[config.mk]
export PLATFORM = sky130hd
export DESIGN_NAME = clk_period_meter
export DESIGN_NICKNAME = d
export VERILOG_FILES = /design/src/rtl/clk_meter_pkg.sv /design/src/rtl/sync_edge_det.sv /design/src/rtl/clk_period_meter.sv
export SDC_FILE = /design/constraint.sdc
export NUM_CORES = 1
export LEC_CHECK = 0
export ABC_AREA = 0
export CORE_MARGIN = 3
export CORE_UTILIZATION = 45
export DETAILED_ROUTE_END_ITERATION = 10
export HOLD_SLACK_MARGIN = 0.05
export PLACE_DENSITY = 0.76
export SLEW_MARGIN = 20
export SYNTH_ARGS = -nofsm -noshare
export SYNTH_HDL_FRONTEND = slang
export SYNTH_SLANG_ARGS = --single-unit
[constraint.sdc]
create_clock -name clk -period 1.79 [get_ports clk]
set_input_delay 0.358 -clock clk [delete_from_list [all_inputs] [get_ports clk]]
set_output_delay 0.358 -clock clk [all_outputs]
set_load 0.05 [all_outputs]
[src/rtl/clk_meter_pkg.sv]
// rtl/clk_meter_pkg.sv - state encoding and defaults shared by the clk_period_meter slice
package clk_meter_pkg;

    localparam int CNT_W_DEFAULT = 16;

    localparam logic [1:0] ST_IDLE = 2'd0;
    localparam logic [1:0] ST_ARM  = 2'd1;
    localparam logic [1:0] ST_MEAS = 2'd2;

    typedef enum logic [1:0] {
        IDLE = ST_IDLE,
        ARM  = ST_ARM,
        MEAS = ST_MEAS
    } state_t;

endpackage

[src/rtl/sync_edge_det.sv]
// rtl/sync_edge_det.sv - multi-flop synchronizer with rising-edge detector
module sync_edge_det #(
    parameter int STAGES = 2
) (
    input  logic clk,
    input  logic rst_n,
    input  logic d,
    output logic s_sync,
    output logic rise
);

    logic [STAGES-1:0] sr;
    logic              s_d;

    // shift the async input through the synchronizer and keep one delayed copy for edge detection
    always_ff @(posedge clk or negedge rst_n) begin
        if (!rst_n) begin
            sr  <= '0;
            s_d <= 1'b0;
        end else begin
            sr  <= {sr[STAGES-2:0], d};
            s_d <= sr[STAGES-1];
        end
    end

    assign s_sync = sr[STAGES-1];
    assign rise   = s_sync & ~s_d;

endmodule

[src/rtl/clk_period_meter.sv]
// rtl/clk_period_meter.sv - clk_in period/high-time meter; high time built only with CLK_PERIOD_METER_DUTY_EN
module clk_period_meter
    import clk_meter_pkg::*;
#(
    parameter int          CNT_W       = CNT_W_DEFAULT,
    parameter int          SYNC_STAGES = 2,
    parameter int unsigned TIMEOUT     = 16'hFFFF
) (
    input  logic             clk,
    input  logic             rst_n,
    input  logic             en,
    input  logic             clk_in,
    output logic             m_valid,
    input  logic             m_ready,
    output logic [CNT_W-1:0] period_o,
    output logic [CNT_W-1:0] high_o,
    output logic             ovf_o,
    output logic             overrun_o,
    output logic             stall_o
);

    localparam logic [CNT_W-1:0] CNT_MAX = '1;
    localparam int               TW      = $clog2(TIMEOUT + 1);
    localparam logic [TW-1:0]    T_LIM   = TW'(TIMEOUT - 1);

    state_t           state, state_nxt;
    logic             s_sync, rise, capture;
    logic [CNT_W-1:0] cnt;
    logic             ovf_pend;
    logic [CNT_W-1:0] stage_period;
    logic             stage_ovf, load_q;
    logic [TW-1:0]    tcnt;

    sync_edge_det #(
        .STAGES (SYNC_STAGES)
    ) u_sync (
        .clk    (clk),
        .rst_n  (rst_n),
        .d      (clk_in),
        .s_sync (s_sync),
        .rise   (rise)
    );

    // a full period has been measured when a rise arrives while measuring
    assign capture = en && (state == MEAS) && rise;

    // state register
    always_ff @(posedge clk or negedge rst_n) begin
        if (!rst_n) state <= IDLE;
        else        state <= state_nxt;
    end

    // next state: en low always returns to IDLE; the first rise only arms the measurement
    always_comb begin
        state_nxt = state;
        case (state)
            IDLE:    if (en) state_nxt = ARM;
            ARM:     if (!en) state_nxt = IDLE;
                     else if (rise) state_nxt = MEAS;
            MEAS:    if (!en) state_nxt = IDLE;
            default: state_nxt = IDLE;
        endcase
    end

    // period counter; the rise cycle starts a new period and is accounted for by the +1 at capture
    always_ff @(posedge clk or negedge rst_n) begin
        if (!rst_n) begin
            cnt      <= '0;
            ovf_pend <= 1'b0;
        end else if (!en || state == IDLE || rise) begin
            cnt      <= '0;
            ovf_pend <= 1'b0;
        end else if (state == MEAS) begin
            if (cnt == CNT_MAX) ovf_pend <= 1'b1;
            else                cnt      <= cnt + CNT_W'(1);
        end
    end

    // stage the finished period for one cycle, then publish it together with m_valid
    always_ff @(posedge clk or negedge rst_n) begin
        if (!rst_n) begin
            stage_period <= '0;
            stage_ovf    <= 1'b0;
            load_q       <= 1'b0;
        end else begin
            load_q <= capture;
            if (capture) begin
                stage_period <= (cnt == CNT_MAX) ? CNT_MAX : cnt + CNT_W'(1);
                stage_ovf    <= ovf_pend || (cnt == CNT_MAX);
            end
        end
    end

    // result handshake: a new result may replace an unaccepted one, and acceptance in the load cycle keeps m_valid high
    always_ff @(posedge clk or negedge rst_n) begin
        if (!rst_n) begin
            period_o  <= '0;
            ovf_o     <= 1'b0;
            m_valid   <= 1'b0;
            overrun_o <= 1'b0;
        end else begin
            if (load_q) begin
                period_o <= stage_period;
                ovf_o    <= stage_ovf;
                m_valid  <= 1'b1;
            end else if (m_valid && m_ready) begin
                m_valid  <= 1'b0;
            end
            if (!en)                              overrun_o <= 1'b0;
            else if (load_q && m_valid && !m_ready) overrun_o <= 1'b1;
        end
    end

    // stall watchdog: counts armed cycles without a rise and holds at the limit
    always_ff @(posedge clk or negedge rst_n) begin
        if (!rst_n) begin
            tcnt    <= '0;
            stall_o <= 1'b0;
        end else if (!en || state == IDLE || rise) begin
            tcnt    <= '0;
            stall_o <= 1'b0;
        end else if (tcnt == T_LIM) begin
            stall_o <= 1'b1;
        end else begin
            tcnt    <= tcnt + TW'(1);
        end
    end

`ifdef CLK_PERIOD_METER_DUTY_EN
    logic [CNT_W-1:0] hcnt, stage_high;

    // high-time counter; the rise cycle is itself high, so a new period starts at 1
    always_ff @(posedge clk or negedge rst_n) begin
        if (!rst_n)                    hcnt <= '0;
        else if (!en || state == IDLE) hcnt <= '0;
        else if (rise)                 hcnt <= CNT_W'(1);
        else if (state == MEAS && s_sync && hcnt != CNT_MAX)
                                       hcnt <= hcnt + CNT_W'(1);
    end

    // high time follows the same stage-then-publish path as the period
    always_ff @(posedge clk or negedge rst_n) begin
        if (!rst_n) begin
            stage_high <= '0;
            high_o     <= '0;
        end else begin
            if (capture) stage_high <= hcnt;
            if (load_q)  high_o     <= stage_high;
        end
    end
`else
    logic unused_s_sync;
    assign unused_s_sync = s_sync;
    assign high_o        = '0;
`endif

endmodule
==> results.yml <==
final_layout:
  num-nets-final: 392
  antennaDiodeCount: 0
  layout-drive-gt1-share: 0.221
  layout_utilization: 0.538
  finalNonFillerCells: 491
  area_growth_syn_to_layout_pct: 14.7
sta:
  timing.final.hold_violations: 0
  max_slew_violation_total_from_the_final_report: 0
  worst_clock_skew_ps: 8.55
  slew_headroom: 0.536
  setup_violations: 0
  clock.fmax_mhz: 590
  rsz0062_at_grt: "true"
  finalCritPeriodShare: 0.946
  worst_pin_slew_ps: 696
  layout_min_cycle_time_ps: 1690
setup_path:
  endpoint_kind: "register"
  timing_worst_setup_path_type: "register to register"
  critical_path_launch_point_type: "register"
  crit_fanout: 6
  required_ps: 2030
  worstPathArrival_ps: 1940
global_route:
  grt_antenna_before_repair: 0
  wire_length_of_the_first_global_routing_pass_um: 11400
  grtUsageTotal: 0.158
  grt_start_max_net_pins: 77
  grt_pass1_vias: 2434
  globalRouteOverflowTotal: 0
  global_route_met3_utilization: 0.0411
  grt_use_met2: 0.247
  grt_util_met1: 0.205
  globalRoute.busiestLayer: "met2"
die:
  placeableCoreArea_um2: 7850
  placementRows: 32
  die_height_um: 96.4
  floorplan.initialDensity: 0.469
  dieWidth_um: 96.4
  io_pins: 41
  die_area_um2: 9300
cts:
  clk_path_buf_depth: 2
  cts_tree: "done"
  numClockSinks: 76
  ctsRootBufferMaster: "sky130_fd_sc_hd__clkbuf_8"
  path_clk_slew_ps: 80
  cts_htree_levels: 3
  numCtsBuffers: 9
  clk-insertion-delay-late_ps: 360
yosys:
  synth_area_um2: 3680
  post_synth_main_area_contributors: "sky130_fd_sc_hd__dfrtp_1 52%, sky130_fd_sc_hd__xnor2_1 7.1%, sky130_fd_sc_hd__nor2_1 5.4%"
  post_synth_most_frequent_cells: "76 x sky130_fd_sc_hd__dfrtp_1, 53 x sky130_fd_sc_hd__nor2_1, 30 x sky130_fd_sc_hd__xnor2_1"
  postSynthRegisterBits: 76
  synth_top_cell_by_area: "sky130_fd_sc_hd__dfrtp_1"
  portion_of_synthesized_cell_area_occupied_by_the_leading_cell_type: 0.517
  synthArstFlopShare: 1.00
  synth_ff_type: "sky130_fd_sc_hd__dfrtp_1"
  synthesized_instance_count: 349
  synth_enable_flop_cells: 0
  yosysMostFrequentCell: "sky130_fd_sc_hd__dfrtp_1"
  synth_seq_area_share: 0.517
  yosys_cell_types: 45
  yosys_warn_count: 0
  syn-mean-instance-area_um2: 10.5
worst_hold_path:
  hold_class: "register to register"
detailed_routing:
  number_of_detailed_route_iterations_in_the_first_pass: 4
  detailedRoute.firstIterationViolations: 113
  detail-route-antenna-nets: 0
  post_drt_via_cell_ratio: 5.15
  wirelength_um: 6620
  drc: 0
  drt-wirelength-per-cell_um: 13.5
  route.vias.total: 2529
place:
  post-place-cells: 474
  finalWeightedCongestion: 0.835
  io_buffers: 24
  detailed_place_hpwl_um: 4690
power_and_ir_drop:
  power_frac_comb: 0.091
  vdd.ir_drop.worst_mv: 0.328
  netSwitchingPower_mw: 0.927
  power.static_leakage_nw: 1.83
  share_seq_of_total_power: 0.546
  power.switching_fraction: 0.277
  power_density_over_the_cells_nw_per_um2: 794
  internal_power_mw: 2.42
  clock_power_share: 0.363
run:
  cap_violations: 0
outcome:
  status: "complete, no violations"
-- power groups by stage --
| stage | clock [mW] | sequential (mW) | combinational [mW] |
|---|---|---|---|
| floorplan | 0 | 1.89 | 0.192 |
| global placement | 0 | 1.86 | 0.300 |
| detailed placement | 0 | 1.86 | 0.306 |
| CTS | 1.26 | 1.83 | 0.309 |
| global route | 1.33 | 1.84 | 0.335 |
| finish | 1.22 | 1.83 | 0.305 |
-- placed cells by master, fill, tap and decap left out, drive strengths merged, types with 2 or more instances in the layout --
| master | Yosys | routed |
|---|---|---|
| nor2b | 2 | 2 |
| nor2 | 53 | 53 |
| inv | 4 | 5 |
| nor3 | 11 | 11 |
| o21ai | 7 | 7 |
| mux2 | 17 | 17 |
| buf | 27 | 36 |
| dfrtp | 76 | 76 |
| nor4 | 5 | 5 |
| and2 | 2 | 2 |
| nand2b | 2 | 2 |
| a21oi | 15 | 15 |
| clkinv | 0 | 2 |
| and3 | 6 | 6 |
| nand2 | 23 | 23 |
| xnor2 | 30 | 30 |
| ha | 3 | 3 |
| clkinvlp | 0 | 3 |
| clkbuf | 4 | 10 |
| nand3 | 14 | 14 |
| and4 | 3 | 3 |
| conb | 1 | 16 |
| clkdlybuf4s50 | 0 | 3 |
| nand4b | 2 | 2 |
| a211oi | 4 | 4 |
| xor2 | 6 | 6 |
| nand4 | 7 | 7 |
| nor3b | 4 | 4 |
| a31oi | 9 | 9 |
-- stage by stage --
step / setup TNS [ps] / power, mW / hold slack (ps) / setup WS [ps] / cell area (µm²)
2_1_floorplan: 0 / 2.09 / 62.4 / 240 / 3740
3_3_place_gp: 0 / 2.16 / 333 / 122 / 4000
3_5_place_dp: 0 / 2.17 / 348 / 99.3 / 4000
4_1_cts: 0 / 3.39 / 373 / 68.9 / 4200
5_1_grt: -5.11 / 3.51 / 378 / -5.11 / 4220
6_report: 0 / 3.35 / 368 / 96.2 / 4220
-- worst paths after layout --
| kind | start | endpoint | slack [ps] | depth (start not counted) |
|---|---|---|---|---|
| max | tcnt[1]$_DFFE_PN0P_ | tcnt[10]$_DFFE_PN0P_ | 100 | 6 |
| min | u_sync.sr[0]$_DFF_PN0_ | u_sync.sr[1]$_DFF_PN0_ | 370 | 0 |
| max reg2reg | tcnt[1]$_DFFE_PN0P_ | tcnt[10]$_DFFE_PN0P_ | 100 | 6 |
| min reg2reg | u_sync.sr[0]$_DFF_PN0_ | u_sync.sr[1]$_DFF_PN0_ | 370 | 0 |
| max in group asynchronous | rst_n | cnt[8]$_DFFE_PN0P_ | 880 | 3 |
| min in group asynchronous | rst_n | m_valid$_DFFE_PN0P_ | 540 | 3 |
-- kinds of logic after synthesis --
kind of cell | count (synthesis) | share of synthesized area
AOI/OAI and AO/OA | 43 | 0.0714
xor gates and xnor gates | 36 | 0.0857
adders and majority gates | 3 | 0.0102
buffers and inverters | 35 | 0.0588
DFF | 76 | 0.517
muxes | 18 | 0.0547
other | 1 | 0.00102
and+or+nand+nor | 137 | 0.201
-- timing repair --
item,CTS,global route
hold buffers,1,0
gates resized for setup,0,7
setup buffers,0,0
hold endpoints to repair,76,0
endpoints found under the setup margin,0,24
-- sequential cells by signal (all words and copies together) (netlist names), 2 cells and up --
| name | count |
|---|---|
| stage_period | 16 |
| u_sync.sr | 2 |
| period_o | 16 |
| state | 2 |
| cnt | 16 |
| tcnt | 16 |
-- critical path: stages (launching register included) --
cell and delay (ps):
sky130_fd_sc_hd__dfrtp_1 430, sky130_fd_sc_hd__ha_1 200, sky130_fd_sc_hd__nand4_1 140, sky130_fd_sc_hd__nor2_4 80, sky130_fd_sc_hd__a2111oi_0 500, sky130_fd_sc_hd__xnor2_1 180, sky130_fd_sc_hd__nor2_1 50
-- layer usage --
layer | routed length, µm | part of all wire
met3 | 288 | 0.044
met4 | 127 | 0.019
met2 | 3110 | 0.47
met5 | 0 | 0
met1 | 3090 | 0.47
-- cell type report --
| class | count | area, µm² |
|---|---|---|
| Clock buffer | 10 | 138 |
| Clock inverter | 6 | 48.8 |
| Fill cell | 690 | 3630 |
| Inverter | 4 | 15.0 |
| Multi-Input combinational cell | 253 | 1640 |
| Sequential cell | 76 | 1900 |
| Tap cell | 102 | 128 |
| Timing Repair Buffer | 40 | 348 |
(Power assumes the default switching activity.)
